===== config.mk =====
export PLATFORM = sky130hd
export DESIGN_NAME = flash_port_arbiter
export DESIGN_NICKNAME = d
export VERILOG_FILES = /design/src/rtl/flash_port_arbiter.sv
export SDC_FILE = /design/constraint.sdc
export NUM_CORES = 1
export LEC_CHECK = 0
export ABC_AREA = 1
export BUFFER_PORTS_ARGS = -buffer_cell sky130_fd_sc_hd__buf_2
export CAP_MARGIN = 10
export CELL_PAD_IN_SITES_DETAIL_PLACEMENT = 0
export CELL_PAD_IN_SITES_GLOBAL_PLACEMENT = 1
export CORE_MARGIN = 10
export CORE_UTILIZATION = 37
export DETAILED_ROUTE_END_ITERATION = 8
export GPL_ROUTABILITY_DRIVEN = 0
export PLACE_DENSITY = 0.88
export SLEW_MARGIN = 25
export SYNTH_ARGS = -nofsm -noshare
export SYNTH_HDL_FRONTEND = slang
export SYNTH_SLANG_ARGS = --single-unit

===== constraint.sdc =====
create_clock -name clk -period 3.05 [get_ports clk]
set_clock_uncertainty 0.2 [all_clocks]
set_input_delay 0.61 -clock clk [delete_from_list [all_inputs] [get_ports clk]]
set_output_delay 0.61 -clock clk [all_outputs]
set_load 0.005 [all_outputs]

===== src/rtl/flash_port_arbiter.sv =====
// flash_port_arbiter: shares one byte-level flash engine between two requesters.
// Optional forced release of a hung owner: define FLASH_ARB_TIMEOUT_EN.
module flash_port_arbiter #(
  parameter int GAP_CYCLES     = 4,
  parameter int TIMER_W        = 16,
  parameter int TIMEOUT_CYCLES = 16'hFFFF
) (
  input  logic       clk,
  input  logic       rst,
  input  logic       a_req,
  input  logic [7:0] a_data,
  input  logic       a_latch,
  input  logic       a_continue,
  input  logic       a_wren,
  input  logic       a_rden,
  output logic       a_grant,
  output logic       a_ready,
  input  logic       b_req,
  input  logic [7:0] b_data,
  input  logic       b_latch,
  input  logic       b_continue,
  input  logic       b_wren,
  input  logic       b_rden,
  output logic       b_grant,
  output logic       b_ready,
  output logic [7:0] fl_data,
  output logic       fl_latch,
  output logic       fl_continue,
  output logic       fl_wren,
  output logic       fl_rden,
  input  logic       fl_ready,
  output logic       busy,
  output logic       timeout_err
);

  typedef enum logic [1:0] {IDLE, OWN_A, OWN_B, GAP} state_t;

  localparam logic [TIMER_W-1:0] GAP_LAST = TIMER_W'(GAP_CYCLES - 1);

  state_t             state, state_nx;
  logic               last_b, last_b_nx;
  logic [TIMER_W-1:0] cnt, cnt_nx, cnt_inc;
  logic               tmo_hit;

  assign cnt_inc = (cnt == '1) ? cnt : cnt + 1'b1;

`ifdef FLASH_ARB_TIMEOUT_EN
  localparam logic [TIMER_W-1:0] TMO_LAST = TIMER_W'(TIMEOUT_CYCLES);
  assign tmo_hit = (cnt == TMO_LAST);

  // Sticky flag: set when an owner is forcibly released.
  always_ff @(posedge clk or posedge rst) begin
    if (rst)
      timeout_err <= 1'b0;
    else if (tmo_hit && (state == OWN_A || state == OWN_B))
      timeout_err <= 1'b1;
  end
`else
  assign tmo_hit     = 1'b0;
  assign timeout_err = 1'b0;
`endif

  // State, fairness pointer and gap/timeout counter registers.
  always_ff @(posedge clk or posedge rst) begin
    if (rst) begin
      state  <= IDLE;
      last_b <= 1'b1;
      cnt    <= '0;
    end else begin
      state  <= state_nx;
      last_b <= last_b_nx;
      cnt    <= cnt_nx;
    end
  end

  // Next-state: whole-transaction grants, round-robin on ties, gap after release.
  always_comb begin
    state_nx  = state;
    last_b_nx = last_b;
    cnt_nx    = cnt;
    unique case (state)
      IDLE: begin
        cnt_nx = '0;
        if (a_req && (!b_req || last_b))
          state_nx = OWN_A;
        else if (b_req)
          state_nx = OWN_B;
      end
      OWN_A: begin
`ifdef FLASH_ARB_TIMEOUT_EN
        cnt_nx = (a_latch && fl_ready) ? '0 : cnt_inc;
`endif
        if ((!a_req && !a_continue) || tmo_hit) begin
          state_nx  = GAP;
          last_b_nx = 1'b0;
          cnt_nx    = '0;
        end
      end
      OWN_B: begin
`ifdef FLASH_ARB_TIMEOUT_EN
        cnt_nx = (b_latch && fl_ready) ? '0 : cnt_inc;
`endif
        if ((!b_req && !b_continue) || tmo_hit) begin
          state_nx  = GAP;
          last_b_nx = 1'b1;
          cnt_nx    = '0;
        end
      end
      GAP: begin
        cnt_nx = cnt_inc;
        if (cnt == GAP_LAST)
          state_nx = IDLE;
      end
    endcase
  end

  // Output mux: only the current owner reaches the flash engine.
  always_comb begin
    a_grant     = 1'b0;
    b_grant     = 1'b0;
    a_ready     = 1'b0;
    b_ready     = 1'b0;
    fl_data     = 8'h00;
    fl_latch    = 1'b0;
    fl_continue = 1'b0;
    fl_wren     = 1'b0;
    fl_rden     = 1'b0;
    busy        = (state != IDLE);
    unique case (state)
      OWN_A: begin
        a_grant     = 1'b1;
        a_ready     = fl_ready;
        fl_data     = a_data;
        fl_latch    = a_latch;
        fl_continue = a_continue;
        fl_wren     = a_wren;
        fl_rden     = a_rden;
      end
      OWN_B: begin
        b_grant     = 1'b1;
        b_ready     = fl_ready;
        fl_data     = b_data;
        fl_latch    = b_latch;
        fl_continue = b_continue;
        fl_wren     = b_wren;
        fl_rden     = b_rden;
      end
      IDLE, GAP: begin
      end
    endcase
  end

endmodule

; Yosys cells after proc, flatten, opt, wreduce, memory -nomap -nowiden
; Cells that the tools add are included.
; Widths: inputs -> output; s select.
[word_totals]
ff_bits = 19
in_bits = 29
output_inout_bits = 18
wordCells = 50
[classes]
addsub = 1
n_eq_ne = 10
mux = 22
n_reduce_logical = 14
[ops]
columns = cell, n
row1 = $pmux 16 s4, 1
row2 = $mux 16, 3
row3 = $add 16x1->16 const B, 1
row4 = $eq 16x16->1 const B, 1
row5 = $eq 16x2->1 const B, 1
row6 = $pmux 8 s2, 1
row7 = $mux 2, 5
row8 = $pmux 1 s2, 5
row9 = $ne 2x2->1 const B, 4
row10 = $pmux 2 s4, 1
row11 = $mux 1, 6
row12 = $reduce_and 3->1, 2
row13 = $eq 2x2->1 const B, 2
row14 = $logic_not 1->1, 4
row15 = $reduce_and 4->1, 1
row16 = $reduce_bool 2->1, 2
row17 = $logic_and 1x1->1, 3
row18 = $ne 3x3->1 const B, 1
row19 = $eq 2x1->1 const B, 1
row20 = $logic_not 2->1, 1
row21 = $logic_or 1x1->1, 1

; Depth between registers and ports, before layout
[depth]
depth_word = 5
ltp_mapped = 10
mapped_depth_nobuf = 9

; Least setup slack after synthesis
; No wires, ideal clock.
[synth_timing]
path_kind = reg2out
start = reg state[0]
end = out fl_data[0]
arrival_ns = 1.247
required_ns = 2.240
setup_slack_ns = 0.993
path_stages_with_launch = 6
path_cell_list = dfrtp_1 > inv_1 > ha_1 > clkbuf_1 > nand2_1 > a21oi_1
[synth_between]
elab_chain_len = 2
elab_cells_between_ends = 3
classes_between = eq/ne: 2 / mux: 1
[synth_lines]
columns = element, line
row1 = "start, declared", 40  ; state_t state, state_nx;
row2 = "start signal, assigned", 70  ; state <= state_nx;
row3 = $eq 2x2->1 or $eq 2x1->1 (tied branches), 129  ; unique case (state)
row4 = $pmux 8 s2 *, 129
row5 = "end, declared", 26  ; output logic [7:0] fl_data,
; Every way passes the cells marked *; elsewhere a longest branch is shown, timed or not.

; Worst setup path in the final report
[layout_timing]
start = reg state[1]
end = out fl_data[2]
; Same word-level chain as after synthesis.

==> results by group <==
Power and ir drop
  • Clock share of power: 0.163
  • Static Leak: just under 0.9 nW
  • Power Density: ~610 nW/um^2
  • VDD IR max: 0.4572 mV
  • Total power draw: 0.001101 W
  • Net Sw Frac: 0.4670
  • Seq pwr share: 0.279
  • Comb power frac: 0.558
  • Internal power: 0.0005867 W
  • Switching power: 0.0005140 W

Critical path
  • Kind of end point of the critical path: output port
  • CP required: approximately 2.2 ns
  • CP max FO: 15
  • Worst reg2reg path depth: 7
  • Reg2reg setup slack: a little under 0.9 ns
  • Crit path DAT: 1.67 ns
  • CP Launch Type: flip-flop
  • WS Path Type: reg -> out
  • Capture point of the worst reg-to-reg path: cnt[11]
  • Worst reg2reg startpoint: state[0]

Finish
  • Filler cell count: 433
  • Ratio of cells with drive above 1 in the final layout: 0.2270
  • Final #Nets: 318
  • Final core utilization: 0.4562
  • Final std cells w/o fill: between 300 and 400
  • # diodes: 0
  • P&R area growth vs syn: 19.47%

STA
  • Unrepaired setup endpoints after global routing: no
  • Final hold violation count: 0
  • Pins Over Slew Limit: 0
  • Fmax: 403.1 MHz
  • Final period utilization: 0.8134
  • Min Tclk post-route: 2.481 ns
  • Worst slew margin: 0.5020
  • Setup TNS: 0 ns
  • Slew @ Worst Pin: 0.7462 ns
  • Final setup viols: 0

Synthesis
  • Post-synth top cells: nand2_1, nand3_1, nor2_1
  • Synth top area share: 0.2970
  • Mapped Avg Cell Area: 6.345 um^2
  • Asr flop ratio synth: 1.000
  • Synthesis Warnings: 0
  • Largest family of logic cells by synthesized area: simple AND/OR/NAND/NOR gates
  • Count leader, synth: nand2_1
  • Seq/Total Area, Yosys: 0.3144
  • Simple-gate portion of the synthesized area: 0.4150
  • Post-synthesis cell type count: 26
  • Dominant synthesized flop cell: dfrtp_1
  • EDFF count, synth: 0
  • Synth Area in Adders: 0.04950
  • Top cells by area, synth: dfrtp_1, nand2_1, nand3_1
  • Yosys top cell by area: dfrtp_1
  • Mapped Area: around 1500 um^2
  • Post-synthesis mux area share: 0
  • #FFs+latches synth: 19
  • Compound-gate portion of the synthesized area: 0.1172
  • Synth Net Count: 274
  • Cells after Synth: 239
  • Synth Area in XOR/XNOR: 0.01733

Floorplan
  • Die H: 84.02 um
  • I/O pins: 47
  • Die W: between 80 and 90 um
  • Core Area: approximately 4000 um^2
  • Die ar.: 7059 um^2
  • Rows: 23
  • Starting Density: 0.3819

Global routing
  • Total grt overflow: 0
  • Antenna violations before repair: 0
  • Vias in the first global route: 1610
  • First-pass GRT wire length: 7341 um
  • GRT Util Overall: 0.1194
  • Largest net degree at the start of global routing: 22

Clocking
  • Post-CTS Setup Inserts: 0
  • Cts bufs inserted: 3
  • Clk_lat worst skew: 0.26 ns
  • H-tree depth: 1
  • TritonCTS clock tree: built
  • Post-CTS Hold Buffers: 0
  • Clock sinks: 19
  • Clk buf depth: 2
  • Root buf cell: clkbuf_8
  • Clk slew on worst S/H paths: 0.07 ns
  • Post-CTS Resized: 0

Placement
  • PortBufs: 45
  • Placed cells: between 300 and 400
  • DP HPWL: approximately 3200 um

Routing
  • Final wirelength: 4089 um
  • Via density: 4.804
  • Drt wl/cell: 12.32 um
  • # DRC: 0
  • First-pass iteration count of the detailed router: 4
  • Initial drt markers: 76
  • Antenna violation net count after detailed routing: 0
  • Vias: approximately 1600

Run
  • Maxcap violations: 0

Min path
  • Hold Crit Class: in -> async

Outcome
  • Status: completed
power groups by stage:
stage                     logic [W]  registers (W)  clock network, W
after global routing       0.000731       0.000313          0.000193
after CTS                  0.000625       0.000308          0.000189
final                      0.000614       0.000307          0.000179
after floorplan            0.000448       0.000306                 0
after detailed placement   0.000622       0.000312                 0
after global placement     0.000620       0.000310                 0
sequential cells by signal (all words and copies together), names as in the netlist:
signal and cells:
state 2, last_b 1, cnt 16
area by class of cell:
type	instances	area [um^2]	share of cell area
Sequential cell	19	476.7	0.2631
Timing Repair Buffer	46	232.7	0.1285
Tap cell	50	62.56	0.03453
Multi-Input combinational cell	191	912.1	0.5035
Clock buffer	4	45.04	0.02486
Inverter	22	82.58	0.04558
critical path, cell delays in order (launching register included):
cell and delay, ns:
dfrtp_1 0.42, inv_1 0.11, ha_1 0.48, nand2_1 0.11
a21oi_1 0.16, buf_2 0.13
through the flow:
step                cell area [um^2]  worst slack, ns  hold slack [ns]
floorplan                       1516           0.9933           0.2661
global placement                1767           0.8713           0.2979
detailed placement              1767           0.8404           0.2964
CTS                             1812           0.5379           0.2963
global route                    1812           0.3297           0.3275
finish                          1812           0.5691           0.2702
cells in the final DEF (no fill, tap or decap), types with 2 or more instances in the layout:
cell	synthesis	routed
ha_1	6	6
nand3_1	24	24
o21ai_1	10	10
inv_2	2	2
nor2_1	21	21
nand4_1	2	2
nor3_1	2	2
o21ai_0	9	9
nand2_1	86	86
or2_2	2	2
inv_1	20	20
buf_2	0	45
a21oi_1	12	12
xor2_1	3	3
clkbuf_8	0	3
nand2_2	5	5
nor2_2	3	3
dfrtp_1	18	18
worst max path at each step:
stage,from,slack [ns],cells after the start,end
final,state[1],0.57,5,fl_data[2]
after CTS,state[1],0.54,5,fl_wren
after global placement,state[0],0.87,5,fl_data[6]
after global routing,state[1],0.33,5,fl_data[4]
after floorplan,state[0],0.99,5,fl_data[0]
after detailed placement,state[1],0.84,5,fl_wren
per-layer routing:
metal  GRT usage  routed length (um)
met2      0.1791                1837
met4     0.04566                  75
met5           0                   0
met3     0.02930                 179
met1      0.1584                1997
cell families after synthesis:
logic type,count (synthesis)
fa+ha+maj,6
simple gates,147
other cells,1
flops,19
xor+xnor,3
compound gates,34
buf+inv,29
Note: power is estimated with default switching activity, not from simulation.
